## src/rtl/note_sequencer_pkg.sv

```systemverilog
// Shared types and widths for the note sequencer and its down-counters.
// Duration counters are one bit wider than the note field so D==0 can mean 256 ticks.
package note_sequencer_pkg;

  localparam int PERIOD_W = 8;
  localparam int DUR_W    = 8;
  localparam int CNT_W    = DUR_W + 1;

  typedef enum logic [1:0] {
    IDLE = 2'd0,
    PLAY = 2'd1,
    GAP  = 2'd2
  } state_t;

  // A zero duration field encodes the maximum length of 2**DUR_W ticks.
  function automatic logic [CNT_W-1:0] dur_ticks(input logic [DUR_W-1:0] d);
    return (d == '0) ? CNT_W'(1 << DUR_W) : CNT_W'(d);
  endfunction

endpackage

```

## src/rtl/note_down_counter.sv

```systemverilog
// Loadable down-counter with zero/one flags; load wins over decrement, holds at zero.
// Flags are combinational from the registered count; no backpressure.
module note_down_counter
  import note_sequencer_pkg::*;
(
  input  logic             clk,
  input  logic             rst,
  input  logic             load_i,
  input  logic [CNT_W-1:0] load_val_i,
  input  logic             dec_i,
  output logic             zero_o,
  output logic             one_o
);

  logic [CNT_W-1:0] cnt_q, cnt_d;

  always_comb begin
    cnt_d = cnt_q;
    if (load_i) begin
      cnt_d = load_val_i;
    end else if (dec_i && (cnt_q != '0)) begin
      cnt_d = cnt_q - CNT_W'(1);
    end
  end

  always_ff @(posedge clk) begin
    if (rst) begin
      cnt_q <= '0;
    end else begin
      cnt_q <= cnt_d;
    end
  end

  assign zero_o = (cnt_q == '0);
  assign one_o  = (cnt_q == CNT_W'(1));

endmodule

```

## src/rtl/note_sequencer.sv

```systemverilog
// Plays one note (square wave for D ticks) then a fixed silent gap; spk and note_done registered.
// Accepts a note only in IDLE (in_rdy); the source holds in_val until then.
module note_sequencer
  import note_sequencer_pkg::*;
#(
  parameter int unsigned GAP_TICKS = 1
) (
  input  logic                clk,
  input  logic                rst,
  input  logic                in_val,
  output logic                in_rdy,
  input  logic [PERIOD_W-1:0] in_period,
  input  logic [DUR_W-1:0]    in_dur,
  input  logic                tick,
  output logic                spk,
  output logic                busy,
  output logic                note_done
);

  state_t              state_q, state_d;
  logic                spk_q, spk_d;
  logic                note_done_q, note_done_d;
  logic [PERIOD_W-1:0] period_q, period_d;

  logic             h_load, h_dec, h_zero, h_one_unused;
  logic [CNT_W-1:0] h_load_val;
  logic             d_load, d_dec, d_one, d_zero_unused;
  logic             g_load, g_dec, g_one, g_zero_unused;

  always_comb begin
    state_d     = state_q;
    spk_d       = spk_q;
    note_done_d = 1'b0;
    period_d    = period_q;
    h_load      = 1'b0;
    h_load_val  = CNT_W'(period_q);
    h_dec       = 1'b0;
    d_load      = 1'b0;
    d_dec       = 1'b0;
    g_load      = 1'b0;
    g_dec       = 1'b0;

    case (state_q)
      IDLE: begin
        spk_d = 1'b0;
        if (in_val && in_rdy) begin
          state_d    = PLAY;
          period_d   = in_period;
          h_load     = 1'b1;
          h_load_val = CNT_W'(in_period);
          d_load     = 1'b1;
        end
      end
      PLAY: begin
        if (period_q == '0) begin
          spk_d = 1'b0;
        end else if (h_zero) begin
          spk_d  = ~spk_q;
          h_load = 1'b1;
        end else begin
          h_dec = 1'b1;
        end
        // The final duration tick overrides any half-period toggle above.
        if (tick) begin
          if (d_one) begin
            spk_d  = 1'b0;
            g_load = 1'b1;
            if (GAP_TICKS == 0) begin
              state_d     = IDLE;
              note_done_d = 1'b1;
            end else begin
              state_d = GAP;
            end
          end else begin
            d_dec = 1'b1;
          end
        end
      end
      GAP: begin
        spk_d = 1'b0;
        if (tick) begin
          if (g_one) begin
            state_d     = IDLE;
            note_done_d = 1'b1;
          end else begin
            g_dec = 1'b1;
          end
        end
      end
      default: begin
        state_d = IDLE;
        spk_d   = 1'b0;
      end
    endcase
  end

  always_ff @(posedge clk) begin
    if (rst) begin
      state_q     <= IDLE;
      spk_q       <= 1'b0;
      note_done_q <= 1'b0;
      period_q    <= '0;
    end else begin
      state_q     <= state_d;
      spk_q       <= spk_d;
      note_done_q <= note_done_d;
      period_q    <= period_d;
    end
  end

  note_down_counter u_half (
    .clk       (clk),
    .rst       (rst),
    .load_i    (h_load),
    .load_val_i(h_load_val),
    .dec_i     (h_dec),
    .zero_o    (h_zero),
    .one_o     (h_one_unused)
  );

  note_down_counter u_dur (
    .clk       (clk),
    .rst       (rst),
    .load_i    (d_load),
    .load_val_i(dur_ticks(in_dur)),
    .dec_i     (d_dec),
    .zero_o    (d_zero_unused),
    .one_o     (d_one)
  );

  note_down_counter u_gap (
    .clk       (clk),
    .rst       (rst),
    .load_i    (g_load),
    .load_val_i(CNT_W'(GAP_TICKS)),
    .dec_i     (g_dec),
    .zero_o    (g_zero_unused),
    .one_o     (g_one)
  );

  assign in_rdy    = (state_q == IDLE);
  assign busy      = (state_q != IDLE);
  assign spk       = spk_q;
  assign note_done = note_done_q;

endmodule

```

## config.mk

```make
export PLATFORM = sky130hd
export DESIGN_NAME = note_sequencer
export DESIGN_NICKNAME = d
export VERILOG_FILES = /design/src/rtl/note_sequencer_pkg.sv /design/src/rtl/note_down_counter.sv /design/src/rtl/note_sequencer.sv
export SDC_FILE = /design/constraint.sdc
export NUM_CORES = 1
export LEC_CHECK = 0
export CORE_ASPECT_RATIO = 1.5
export CORE_UTILIZATION = 50
export DETAILED_ROUTE_END_ITERATION = 16
export PLACE_DENSITY_LB_ADDON = 0.3
export SLEW_MARGIN = 20
export SYNTH_ARGS = -nofsm -noshare
export SYNTH_HDL_FRONTEND = slang
export SYNTH_HIERARCHICAL = 1
export SYNTH_SLANG_ARGS = --single-unit
```

## constraint.sdc

```tcl
create_clock -name clk -period 7 [get_ports clk]
set_input_delay 1.75 -clock clk [delete_from_list [all_inputs] [get_ports clk]]
set_output_delay 1.75 -clock clk [all_outputs]
set_load 0.1 [all_outputs]
```

# ---- Word level (Yosys, flattened, before mapping)
# Cells that the tools add are included.
# Widths: inputs -> output; s select.
dict set report op_classes {
  addsub 3
  n_mux 37
  n_reduce_logical 20
  bitwise 4
  eq_ne 9
}
# cell count
set op_table {}
lappend op_table {{$mux 9} 5}
lappend op_table {{$reduce_bool 9->1} 3}
lappend op_table {{$sub 9x1->9 const B} 3}
lappend op_table {{$mux 1} 23}
lappend op_table {{$eq 9x1->1 const B} 2}
lappend op_table {{$logic_not 8->1} 2}
lappend op_table {{$mux 8} 2}
lappend op_table {{$mux 2} 5}
lappend op_table {{$logic_not 9->1} 1}
lappend op_table {{$ne 2x2->1 const B} 4}
lappend op_table {{$reduce_bool 2->1} 4}
lappend op_table {{$pmux 2 s3} 1}
lappend op_table {{$reduce_and 5->1} 1}
lappend op_table {{$logic_and 1x1->1} 4}
lappend op_table {{$not 1->1} 4}
lappend op_table {{$reduce_or 2->1} 2}
lappend op_table {{$reduce_or 3->1} 1}
lappend op_table {{$eq 2x1->1 const B} 1}
lappend op_table {{$eq 2x2->1 const B} 1}
lappend op_table {{$logic_not 2->1} 1}
lappend op_table {{$ne 2x1->1 const B} 1}
lappend op_table {{$pmux 1 s2} 1}
lappend op_table {{$reduce_and 2->1} 1}
dict set report word_totals {
  regBits 39
  out_inout_bits 4
  word_cells 81
}

# ---- Logic depth before layout (Yosys ltp)
# Gate-level depths: netlist of run 1.
dict set report logic_depth {
  ltp_word 7
  mapped_depth 10
}

# ---- Hierarchy
# The synthesis of run 1 kept the hierarchy.
# module instances cells_each seq_area_each_um2 area_per_inst_um2
set modules_own_cells {}
lappend modules_own_cells {note_down_counter 3 84 180.2 669.4}
lappend modules_own_cells {note_sequencer 1 67 240.2 648.1}

# ---- Worst setup path after synthesis of run 1
# OpenSTA, ideal clock, no wires.
dict set report synth_path {
  path_type {register to output}
  from {register state_q[0]}
  to {output port in_rdy}
  path_stages_with_launch 3
  required_time_ns 5.250
  arrival_ns 1.544
  n_path_buf 0
  path_slack_ns 3.706
  cell_sequence {dfxtp_1 > or2_2 > inv_1}
}
dict set report synth_between {
  elab_chain_cells 1
}
# item line_no
set synth_rtl {}
lappend synth_rtl {{start: declaration} note_sequencer.sv:20} ;# state_t state_q, state_d;
lappend synth_rtl {{start signal: assignment} note_sequencer.sv:104} ;# state_q <= state_d;
lappend synth_rtl {{$logic_not 2->1} note_sequencer.sv:141} ;# assign in_rdy = (state_q == IDLE);
lappend synth_rtl {{end: declaration} note_sequencer.sv:11} ;# output logic in_rdy,
# No other way between the ends.

# ---- Worst setup path in the final report of run 1
# Ends and elaborated chain as after synthesis.

==> flow_summary.ini, run 1 <==
[routing]
topRoutingLayerUsed = met4
drt-initial-drc-count = 142
via_per_inst = 6.07
wl_met2_mm = 3.30
wl_mm = 6.24
wl_per_cell_um = 15.5
final_antenna_net_count = 0
dr_wl_met3_um = 153
drt_pre_antenna_iters = 4
wl_met1_mm = 2.61
vias = 2452
drc = 0

[status]
outcome = finished clean

[global_routing]
grt_use_total = 0.240
grt_pass1_vias = 2293
grt.overflow.total = 0
antenna_found_initial = 0
grt_pass1_wl_mm = 10.2
grt_max_degree = 49

[die]
fp.dieH_um = 90.8
die_area_um2 = 5550
ioPinCount = 24
initial_core_util = 0.516
core_um2 = 5080
rows = 32
die_x_um = 61.2

[power]
p_sw_mw = 0.229
powerDensity_nw_per_um2 = 221
swShare = 0.345
power_frac_comb = 0.310
p_seq_frac = 0.402
power_frac_clock = 0.289
ir_drop_v = 0.0000893
p_int_mw = 0.436
p_leak_nw = 1.11

[cts]
clk_pin_slew_ns = 0.09
cts_setup_buffers = 0
numCtsBuffers = 5
holdBufCountCts = 0
insertion_delay_ns = 0.30
cts_root_buf = clkbuf_8
cts_tree = done
htreeDepth = 2
cts.repair.resized = 0
cts.sinks = 39
cts.path.max_buffers = 2

[timing]
finalHoldViolCount = 0
setup_tns_ns = 0
worst_slew_pin_slew_ns = 0.982
fin_crit_sh = 0.557
drv_slew = 0
fin_worst_skew_ns = 0.0106
max_slew_margin = 0.336
grt_setup_unrepaired = no
period_minus_slack_ns = 3.90
fin_ws_ns = 3.10
whs_ns = 0.518
setup_viol_count_final = 0
fmax_mhz = 257

[finish]
fillerInstances = 475
fin_nets = 363
layout_commonest_cell = dfxtp_1
drive_gt1_frac = 0.0952
final_area_um2 = 3010
final_cell_mix = dfxtp_1 (39), nor2_1 (26), inv_1 (23), clkdlybuf4s50_1 (23), nand2_1 (14)
syn2layout_area_growth_pct = 14.7
finish.utilization = 0.593
diodes = 0

[worst_setup_path]
critPathCaptureType = output pin
crit_fanout = 6
worstSetupPathType = flip-flop to output pin
start_kind = flip-flop
crit_required_ns = 5.25
worstPathArrival_ns = 2.15

[min_path]
worst_hold_path_type = flip-flop to flip-flop

[logic_synthesis]
ys.warnings.count = 6
netlist_area_um2 = 2630
syn_inst = 315
syn_area_per_cell_um2 = 8.34

[placed_design]
gp_congestion = 0.889
place_area_um2 = 2900
io_buffers = 23
hpwlAfterDp_mm = 4.54
place_ws_ns = 2.81

[run]
drv_cap = 0
-- worst paths after layout --
| kind | slack (ns) | from | to | cells past startpoint |
|---|---|---|---|---|
| min reg2reg | 0.52 | state_q[1] | state_q[0] | 1 |
| max reg2reg | 3.83 | u_half/cnt_q[0] | u_half/cnt_q[0] | 9 |
| min | 0.52 | state_q[1] | state_q[0] | 1 |
| max | 3.10 | state_q[0] | in_rdy | 3 |
-- sequential cells by signal, summed over array words and instances, names as in the netlist --
| signal | count |
|---|---|
| note_done | 1 |
| state_q | 2 |
| u_dur/cnt_q | 9 |
| spk | 1 |
| u_gap/cnt_q | 9 |
| u_half/cnt_q | 9 |
| period_q | 8 |
-- through the flow --
stage | power, mW | cells
after floorplan | 0.420 | 323
after global placement | 0.472 | 396
after detailed placement | 0.476 | 396
after CTS | 0.668 | 404
after global routing | 0.704 | 404
final | 0.665 | 404
-- layout make-up --
type / count / area [um^2] / share of cell area
well taps: 68 / 85.1 / 0.0282
clock buffers: 5 / 68.8 / 0.0228
multi-input cells: 239 / 1690 / 0.560
repair buffers: 27 / 260 / 0.0864
clock inverters: 3 / 43.8 / 0.0145
inverters: 23 / 86.3 / 0.0287
flip-flops and latches: 39 / 781 / 0.259
-- power by group through the flow --
stage	combinational (mW)	sequential, mW	clock [mW]
3_5_place_dp	0.204	0.272	0
2_1_floorplan	0.153	0.267	0
4_1_cts	0.205	0.266	0.196
3_3_place_gp	0.201	0.271	0
5_1_grt	0.226	0.271	0.208
6_report	0.206	0.267	0.192
-- critical path: stages (launching register included) --
cell,delay (ns)
dfxtp_1,0.36
or2_2,0.31
inv_1,0.05
clkdlybuf4s50_1,1.11
-- layer usage --
metal	track usage	vias to the layer above
met2	0.438	35
met5	0	-
met4	0.104	0
met3	0.0458	15
li1	-	1217
met1	0.248	1185
Note: power is estimated with default switching activity, not from simulation.
==> run 2, diff against run 1 <==
==> constraint.sdc (replaced) <==
create_clock -name clk -period 3.7 [get_ports clk]
set_input_delay 0.925 -clock clk [delete_from_list [all_inputs] [get_ports clk]]
set_output_delay 0.925 -clock clk [all_outputs]
set_load 0.1 [all_outputs]
==> run 2 against run 1 <==
- count of clock-buffer cells in the layout is the same
- first-iteration DRC count grew 31%
- sequential share of layout area shrank 0.11 points
- clock power grew 96%
- routed wire length grew 1.7%
- critical path type is now primary input to flip-flop
- highest routed layer unchanged
==> flow_summary.ini, run 2 (synthesized netlist as in run 1, its figures left out) <==
[timing]
whs_ns = 0.516
period_minus_slack_ns = 2.89
fmax_mhz = 346
grt_setup_unrepaired = no
drv_slew = 0
worst_slew_pin_slew_ns = 0.960
finalHoldViolCount = 0
setup_tns_ns = 0
fin_crit_sh = 0.781
fin_worst_skew_ns = 0.00866
setup_viol_count_final = 0
max_slew_margin = 0.358
fin_ws_ns = 0.808

[worst_setup_path]
critPathCaptureType = flip-flop
reg2reg_from = u_half/cnt_q[0]
worstSetupPathType = primary input to flip-flop
rr_endpoint = u_half/cnt_q[5]
reg2regPathDepth = 8
worstPathArrival_ns = 3.11
crit_required_ns = 3.92
ff2ff_setup_slack_ns = 0.83
start_kind = primary input
crit_fanout = 9

[routing]
drc = 0
via_per_inst = 6.09
wl_mm = 6.35
drt_pre_antenna_iters = 4
wl_per_cell_um = 15.6
vias = 2473
drt-initial-drc-count = 186
final_antenna_net_count = 0

[global_routing]
grt_pass1_wl_mm = 10.3
grt_use_total = 0.240
grt_max_degree = 49
antenna_found_initial = 0
grt_pass1_vias = 2336
grt.overflow.total = 0

[die]
die_area_um2 = 5550
die_x_um = 61.2
initial_core_util = 0.516
core_um2 = 5080
fp.dieH_um = 90.8
ioPinCount = 24
rows = 32

[placed_design]
hpwlAfterDp_mm = 4.50
place_ws_ns = 0.522
gp_congestion = 0.851
io_buffers = 23

[cts]
numCtsBuffers = 5
cts.path.max_buffers = 2
htreeDepth = 2
cts.sinks = 39
cts_setup_buffers = 0
cts_tree = done
insertion_delay_ns = 0.30
holdBufCountCts = 0
cts.repair.resized = 0
cts_root_buf = clkbuf_8
clk_pin_slew_ns = 0.09

[status]
outcome = finished clean

[min_path]
hold_path_depth = 1
worst_hold_path_type = flip-flop to flip-flop
hold-path-endpoint = state_q[0]
min_from = state_q[1]

[power]
p_seq_frac = 0.398
power_frac_clock = 0.296
ir_drop_v = 0.000203
p_int_mw = 0.828
power_mw = 1.27
swShare = 0.348
powerDensity_nw_per_um2 = 420
p_leak_nw = 1.12
p_sw_mw = 0.441
power_frac_comb = 0.306

[run]
drv_cap = 0

[finish]
reg_top3 = u_dur/cnt_q (9), u_gap/cnt_q (9), u_half/cnt_q (9)
diodes = 0
layout_commonest_cell = dfxtp_1
fillerInstances = 479
drive_gt1_frac = 0.107
fin_nets = 365
syn2layout_area_growth_pct = 15.2
final_cell_mix = dfxtp_1 (39), nor2_1 (26), inv_1 (23)
run 2: cell count changes in the layout (fill, tap and decap cells not counted), sizes merged:
| cell | change |
|---|---|
| clkdlybuf4s50 | -2 |
| inv | +1 |
| clkinv | -2 |
| clkinvlp | +1 |
| buf | +4 |
run 2: routing by layer:
layer	track usage	part of all wire	vias to the layer above
met2	0.426	0.53	59
met5	0	0	-
li1	-	-	1228
met3	0.0387	0.037	13
met1	0.267	0.40	1173
met4	0.104	0.026	0
run 2: metrics by stage:
step,util,cells,cell area (um^2)
2_1_floorplan,-,323,2660
3_3_place_gp,0.572,398,2910
3_5_place_dp,0.572,398,2910
4_1_cts,0.595,406,3030
5_1_grt,0.595,406,3030
6_report,0.595,406,3030
run 2: final cells by class:
class / instances / area (um^2) / area share
multi-input cells: 239 / 1690 / 0.558
flip-flops and latches: 39 / 781 / 0.258
repair buffers: 29 / 270 / 0.0893
inverters: 23 / 86.3 / 0.0285
well taps: 68 / 85.1 / 0.0281
clock buffers: 5 / 68.8 / 0.0227
clock inverters: 3 / 46.3 / 0.0153
run 2: power by group through the flow:
| stage | Clock, mW | Combinational, mW | Sequential, mW |
|---|---|---|---|
| CTS | 0.385 | 0.387 | 0.503 |
| global placement | 0 | 0.381 | 0.511 |
| detailed placement | 0 | 0.384 | 0.513 |
| finish | 0.376 | 0.389 | 0.505 |
| floorplan | 0 | 0.290 | 0.505 |
| global route | 0.401 | 0.427 | 0.511 |
run 2: worst max-delay path: stages:
cell             delay, ns
clkdlybuf4s50_1       0.57
and3b_1               0.36
or4b_4                0.53
or4b_1                0.48
a311oi_1              0.25
run 2: worst max path at each step:
stage / end / from / depth (start not counted) / slack (ns)
floorplan: in_rdy / state_q[0] / 2 / 1.23
global placement: u_dur/cnt_q[5] / tick / 5 / 0.55
detailed placement: u_dur/cnt_q[5] / tick / 5 / 0.52
CTS: u_dur/cnt_q[5] / tick / 5 / 0.83
global route: u_half/cnt_q[5] / u_half/cnt_q[0] / 8 / 0.65
finish: u_dur/cnt_q[5] / tick / 5 / 0.81
